### src/rtl/riscv_defines.sv
// rtl/riscv_defines.sv - shared memory-port types, funct3 codes and LSU state encoding
package riscv_defines;

  typedef enum logic [1:0] {
    MEM_DISABLED = 2'd0,
    MEM_READ     = 2'd1,
    MEM_WRITE    = 2'd2
  } memaccess_t;

  // Size of data memory in 32-bit words; word addresses at or above fault.
  localparam int DMEM_WORD = 1024;

  localparam logic [2:0] F3_LB  = 3'b000;
  localparam logic [2:0] F3_LH  = 3'b001;
  localparam logic [2:0] F3_LW  = 3'b010;
  localparam logic [2:0] F3_LBU = 3'b100;
  localparam logic [2:0] F3_LHU = 3'b101;
  localparam logic [2:0] F3_SB  = 3'b000;
  localparam logic [2:0] F3_SH  = 3'b001;
  localparam logic [2:0] F3_SW  = 3'b010;

  typedef enum logic [2:0] {
    IDLE     = 3'd0,
    ISSUE    = 3'd1,
    WAIT     = 3'd2,
    ISSUE_HI = 3'd3,
    WAIT_HI  = 3'd4
  } lsu_state_t;

  // Byte-lane mask of the access size, before shifting to the offset.
  function automatic logic [3:0] f3_mask(input logic [2:0] f3);
    case (f3[1:0])
      2'b00:   f3_mask = 4'b0001;
      2'b01:   f3_mask = 4'b0011;
      default: f3_mask = 4'b1111;
    endcase
  endfunction

  function automatic logic f3_legal(input logic we, input logic [2:0] f3);
    if (we) f3_legal = (f3 == F3_SB) || (f3 == F3_SH) || (f3 == F3_SW);
    else    f3_legal = (f3 == F3_LB) || (f3 == F3_LH) || (f3 == F3_LW) ||
                       (f3 == F3_LBU) || (f3 == F3_LHU);
  endfunction

  function automatic logic f3_misaligned(input logic [2:0] f3, input logic [1:0] off);
    f3_misaligned = ((f3[1:0] == 2'b01) && off[0]) || ((f3[1:0] == 2'b10) && (off != 2'b00));
  endfunction

endpackage

### src/rtl/load_align.sv
// rtl/load_align.sv - extract and sign/zero-extend a load result from a {hi, lo} word pair
// Ports: hi_i/lo_i upper and lower memory words, off_i byte offset,
//        funct3_i load type, result_o extended load value.
module load_align
  import riscv_defines::*;
(
  input  logic [31:0] hi_i,
  input  logic [31:0] lo_i,
  input  logic [1:0]  off_i,
  input  logic [2:0]  funct3_i,
  output logic [31:0] result_o
);

  logic [31:0] sh;

  assign sh = 32'({hi_i, lo_i} >> {off_i, 3'b000});

  always_comb begin
    result_o = sh;
    case (funct3_i)
      F3_LB:   result_o = {{24{sh[7]}}, sh[7:0]};
      F3_LH:   result_o = {{16{sh[15]}}, sh[15:0]};
      F3_LBU:  result_o = {24'b0, sh[7:0]};
      F3_LHU:  result_o = {16'b0, sh[15:0]};
      default: result_o = sh;
    endcase
  end

endmodule

### src/rtl/load_store_unit.sv
// rtl/load_store_unit.sv - load/store unit driving a word-addressed, byte-strobed data memory port
// Ports: clk/rst; req_* request from execute (valid/ready handshake);
//        resp_* registered one-cycle response; memaccess/word_addr/wstrb/wdata
//        registered memory command; rdata/dmemfault memory return one cycle later.
// Build option: LSU_SPLIT_EN splits misaligned word-crossing accesses into two
//        memory accesses instead of rejecting misaligned requests.
module load_store_unit
  import riscv_defines::*;
(
  input  logic        clk,
  input  logic        rst,
  input  logic        req_valid,
  output logic        req_ready,
  input  logic        req_we,
  input  logic [31:0] req_addr,
  input  logic [2:0]  req_funct3,
  input  logic [31:0] req_wdata,
  output logic        resp_valid,
  output logic [31:0] resp_rdata,
  output logic        resp_fault,
  output logic        resp_misaligned,
  output memaccess_t  memaccess,
  output logic [29:0] word_addr,
  output logic [3:0]  wstrb,
  output logic [31:0] wdata,
  input  logic [31:0] rdata,
  input  logic        dmemfault
);

  lsu_state_t  state_q;
  logic        we_q;
  logic [2:0]  f3_q;
  logic [1:0]  off_q;
  logic [3:0]  req_strb;
  logic [31:0] req_wsh;
  logic [31:0] align_hi;
  logic [31:0] align_lo;
  logic [31:0] align_out;

  assign req_ready = (state_q == IDLE);

  // Low-word command is formed straight from the request so it can be
  // registered on the accept edge and appear during ISSUE.
  assign req_strb = f3_mask(req_funct3) << req_addr[1:0];
  assign req_wsh  = req_wdata << {req_addr[1:0], 3'b000};

`ifdef LSU_SPLIT_EN
  logic [29:0] word_q;
  logic [31:0] wdata_q;
  logic [31:0] lo_q;
  logic [3:0]  strb_hi;
  logic [31:0] wdata_hi;

  // Bytes spilling past lane 3 belong to the next word.
  assign strb_hi  = 4'(({4'b0, f3_mask(f3_q)} << off_q) >> 4);
  assign wdata_hi = 32'(({32'b0, wdata_q} << {off_q, 3'b000}) >> 32);
  assign align_hi = (state_q == WAIT_HI) ? rdata : 32'b0;
  assign align_lo = (state_q == WAIT_HI) ? lo_q  : rdata;
`else
  assign align_hi = 32'b0;
  assign align_lo = rdata;
`endif

  load_align u_load_align (
    .hi_i     (align_hi),
    .lo_i     (align_lo),
    .off_i    (off_q),
    .funct3_i (f3_q),
    .result_o (align_out)
  );

  always_ff @(posedge clk or posedge rst) begin
    if (rst) begin
      state_q         <= IDLE;
      we_q            <= 1'b0;
      f3_q            <= 3'b0;
      off_q           <= 2'b0;
      resp_valid      <= 1'b0;
      resp_rdata      <= 32'b0;
      resp_fault      <= 1'b0;
      resp_misaligned <= 1'b0;
      memaccess       <= MEM_DISABLED;
      word_addr       <= 30'b0;
      wstrb           <= 4'b0;
      wdata           <= 32'b0;
`ifdef LSU_SPLIT_EN
      word_q          <= 30'b0;
      wdata_q         <= 32'b0;
      lo_q            <= 32'b0;
`endif
    end else begin
      resp_valid <= 1'b0;
      case (state_q)
        IDLE: begin
          if (req_valid) begin
            we_q  <= req_we;
            f3_q  <= req_funct3;
            off_q <= req_addr[1:0];
`ifdef LSU_SPLIT_EN
            word_q  <= req_addr[31:2];
            wdata_q <= req_wdata;
`endif
            if (!f3_legal(req_we, req_funct3)) begin
              resp_valid      <= 1'b1;
              resp_fault      <= 1'b1;
              resp_misaligned <= 1'b0;
              resp_rdata      <= 32'b0;
            end
`ifndef LSU_SPLIT_EN
            else if (f3_misaligned(req_funct3, req_addr[1:0])) begin
              resp_valid      <= 1'b1;
              resp_fault      <= 1'b0;
              resp_misaligned <= 1'b1;
              resp_rdata      <= 32'b0;
            end
`endif
            else begin
              state_q   <= ISSUE;
              memaccess <= req_we ? MEM_WRITE : MEM_READ;
              word_addr <= req_addr[31:2];
              wstrb     <= req_we ? req_strb : 4'b0;
              wdata     <= req_we ? req_wsh : 32'b0;
            end
          end
        end
        ISSUE, ISSUE_HI: begin
          state_q   <= (state_q == ISSUE) ? WAIT : WAIT_HI;
          memaccess <= MEM_DISABLED;
          word_addr <= 30'b0;
          wstrb     <= 4'b0;
          wdata     <= 32'b0;
        end
        WAIT, WAIT_HI: begin
`ifdef LSU_SPLIT_EN
          // A low-part fault skips the high part entirely.
          if (state_q == WAIT && !dmemfault &&
              ((({4'b0, f3_mask(f3_q)} << off_q) & 8'hF0) != 8'h00)) begin
            lo_q      <= rdata;
            state_q   <= ISSUE_HI;
            memaccess <= we_q ? MEM_WRITE : MEM_READ;
            word_addr <= word_q + 30'd1;
            wstrb     <= we_q ? strb_hi : 4'b0;
            wdata     <= we_q ? wdata_hi : 32'b0;
          end else
`endif
          begin
            state_q         <= IDLE;
            resp_valid      <= 1'b1;
            resp_fault      <= dmemfault;
            resp_misaligned <= 1'b0;
            resp_rdata      <= (dmemfault || we_q) ? 32'b0 : align_out;
          end
        end
        default: state_q <= IDLE;
      endcase
    end
  end

endmodule

### config.mk
export PLATFORM = sky130hd
export DESIGN_NAME = load_store_unit
export DESIGN_NICKNAME = d
export VERILOG_FILES = /design/src/rtl/riscv_defines.sv /design/src/rtl/load_align.sv /design/src/rtl/load_store_unit.sv
export SDC_FILE = /design/constraint.sdc
export NUM_CORES = 1
export LEC_CHECK = 0
export ABC_CLOCK_PERIOD_IN_PS = 3900
export CAP_MARGIN = 40
export CELL_PAD_IN_SITES_DETAIL_PLACEMENT = 0
export CELL_PAD_IN_SITES_GLOBAL_PLACEMENT = 1
export CORE_ASPECT_RATIO = 0.7
export CORE_UTILIZATION = 32
export DETAILED_ROUTE_END_ITERATION = 10
export PLACE_DENSITY_LB_ADDON = 0.12
export SETUP_SLACK_MARGIN = 0.05
export SYNTH_ARGS = -nofsm -noshare
export SYNTH_HDL_FRONTEND = slang
export SYNTH_SLANG_ARGS = --single-unit
### constraint.sdc
create_clock -name clk -period 3.9 [get_ports clk]
set_input_delay 0.39 -clock clk [delete_from_list [all_inputs] [get_ports clk]]
set_output_delay 0.39 -clock clk [all_outputs]
set_load 0.02 [all_outputs]
==> metrics.txt <==
# port buffers=approximately 210; TritonRoute pass-1 iters=5; number of buffers on the longest clock path=2; clock skew=0.0100 ns; Die X-Extent=156 µm; largest net degree at the start of global routing=50; area of the multi-input gates=0.00232 mm²; Min Clock Period, post-route=approximately 2.7 ns; # Post-CTS Setup Buffers=0; Yosys Warn Count=0; FMAX=roughly 370 MHz; fin cells=911; share of flip-flops with an asynchronous set or reset=1.00; IO Pins=208; post-route ant nets=0; CTS tree=built; status=completed; chip height=110 µm; R2R depth=5; cts bufs inserted=9; Syn Std Cell Area=~0.0053 mm²; Tcrit/Tclk final=0.700; H-tree lvl count=3; largest cells by area after synthesis=dfrtp_1 (53%), mux2i_1 (5.8%), nand2_1 (5.6%); CTS Hold Buffers Added=0; CORE AREA=0.0163 mm²; Clk pwr share=0.283; Reg power frac=0.421; most frequent cell after synthesis=dfrtp_1; share of layout cells above drive strength 1=0.0875; Avg Cell Area, Syn=10.9 µm²; top cells by count, synth=dfrtp_1 (112), nand2_1 (79), a21oi_1 (49), mux2i_1 (31), o2bb2ai_1 (31); wire per inst=17.7 µm; hold depth=2; Filler Cell Count=about 1500; worst r2r src=off_q[1]; dpl cells=894; Final HPWL DP=11500 µm; WP data required=4.18 ns; register area share after synthesis=0.525; Max-slew headroom=0.379; total net switching power=0.00103 W; RSZ-0062 raised after global routing=false; Worst Path Max Fanout=28; crit start category=flop; Post-Route WL=about 16000 µm; cell internal pwr=0.00222 W; Initial Utilization=0.327; critical path class=flop to flop; switching share of power=0.316; Worst Hold End=off_q[0]; Iter 0 DRT Violations=215; final setup fails=0; first-pass GRT wire length=25200 µm; vias in the first global route=roughly 4600; Post-CTS Resized=0; gpl congestion=about 0.77; CTS clk-pin slew, worst paths=about 0.080 ns; Slew Limit Fails=0; Reg2Reg Capture Point=resp_rdata[16]; Clk Latency, worst-skew pair=0.35 ns; storage element area=roughly 0.0028 mm²; via count=approximately 4600; MaxCap Viol Count=0; Worst EP arrival=roughly 3 ns; DP Worst Slack=1.07 ns; R2R Setup Slk=1.17 ns; Leak=3.32 nW; Post-route DRC=0; Hold WC Path Type=input pin to flop; worst slew pin tran=0.932 ns; HP Start=req_addr[0]; clock sink count=112; Cell Rows=39; Yosys cell types=49; P&R area growth vs syn=48.1%; Comb power frac=0.296; number of synthesized register bits=112; synthesized instance count=~490; Synth Net Count=595; library cell with the largest summed area after synthesis=dfrtp_1; number of synthesized flops with an enable pin=0; grt ovf=0; Yosys top cell area share=0.525; initial antenna violation count=0; full die area=roughly 0.017 mm²; Nets=785; total track usage=0.190; Hold Violations, Final=0; routed vias/inst=5.06; Main synth FF type=dfrtp_1; total negative slack=0 ns; worst setup margin=1.17 ns; Cell Pwr Density=410 mW/mm²; Crit. End Element=flop; IR drop worst, VDD=approximately 0.20 mV; Ant. Diodes=0; root buffer cell=clkbuf_16
==> state kept, by name (all words and copies together), names as in the netlist <==
name and cells:
resp_rdata 32, wdata 32, word_addr 30, wstrb 4, f3_q 3, state_q 3, memaccess 2, off_q 2
resp_fault 1, resp_misaligned 1, resp_valid 1, we_q 1
==> worst max-delay path, cell delays in order (launching register included) <==
cell and delay, ns:
dfrtp_1 0.33, buf_4 0.29, nor2b_1 0.65, a2bb2oi_1 0.24, a2111oi_4 0.92, a221o_1 0.23
==> metal layers <==
layer / GRT usage / wire length, µm / vias to the layer above
met5: 0 / 0 / -
met4: 0.0322 / 74 / 0
met3: 0.0496 / 1100 / 6
met2: 0.288 / 7080 / 164
met1: 0.274 / 7880 / 2243
li1: - / - / 2194
==> per-stage QoR <==
step           utilization  instance area (µm²)  hold slack, ns  total power, W
5_1_grt              0.485                 7900           0.374         0.00342
3_3_place_gp         0.464                 7570           0.475         0.00234
6_report             0.485                 7900           0.367         0.00324
3_5_place_dp         0.467                 7600           0.474         0.00236
2_1_floorplan            -                 5330           0.496         0.00190
4_1_cts              0.484                 7890           0.356         0.00328
==> power groups by stage <==
stage / combinational [W] / sequential [W] / clock, W
2_1_floorplan: 0.000382 / 0.00151 / 0
3_3_place_gp: 0.000954 / 0.00139 / 0
3_5_place_dp: 0.000968 / 0.00139 / 0
4_1_cts: 0.000971 / 0.00137 / 0.000945
5_1_grt: 0.00104 / 0.00138 / 0.00100
6_report: 0.000961 / 0.00136 / 0.000916
==> cell type report <==
cell class	count	area share
flip-flops and latches	112	0.355
multi-input cells	334	0.294
well taps	225	0.0356
clock inverters	6	0.00634
clock buffers	10	0.0303
repair buffers	221	0.277
inverters	3	0.00174
==> worst max-delay path by stage <==
stage / start / end / slack (ns) / cells past startpoint
final: off_q[1] / resp_rdata[16] / 1.17 / 5
after global placement: dmemfault / resp_rdata[28] / 1.11 / 4
after detailed placement: dmemfault / resp_rdata[27] / 1.07 / 4
after CTS: off_q[1] / resp_rdata[16] / 1.16 / 5
after global routing: off_q[1] / resp_rdata[25] / 1.06 / 5
after floorplan: rst / f3_q[0] / 0.55 / 1
==> cells by family after synthesis <==
| family | count (synthesis) | synth area share |
|---|---|---|
| muxes | 46 | 0.0920 |
| DFF | 112 | 0.525 |
| and+or+nand+nor | 128 | 0.111 |
| xor gates and xnor gates | 1 | 0.00164 |
| buffers and inverters | 45 | 0.0403 |
| AOI/OAI and AO/OA | 159 | 0.229 |
==> cell usage in the layout (no fill, tap or decap), types with 11 or more instances in the layout <==
cell type,count
dfrtp_1,112
a22o_1,20
mux2i_1,31
nor2_1,13
a21oi_1,49
o21ai_0,11
mux2_2,14
buf_4,11
nor2b_1,11
a221o_1,17
nand2_1,79
clkdlybuf4s50_1,206
o2bb2ai_1,31
No activity file was read; power rests on OpenSTA's default activity.
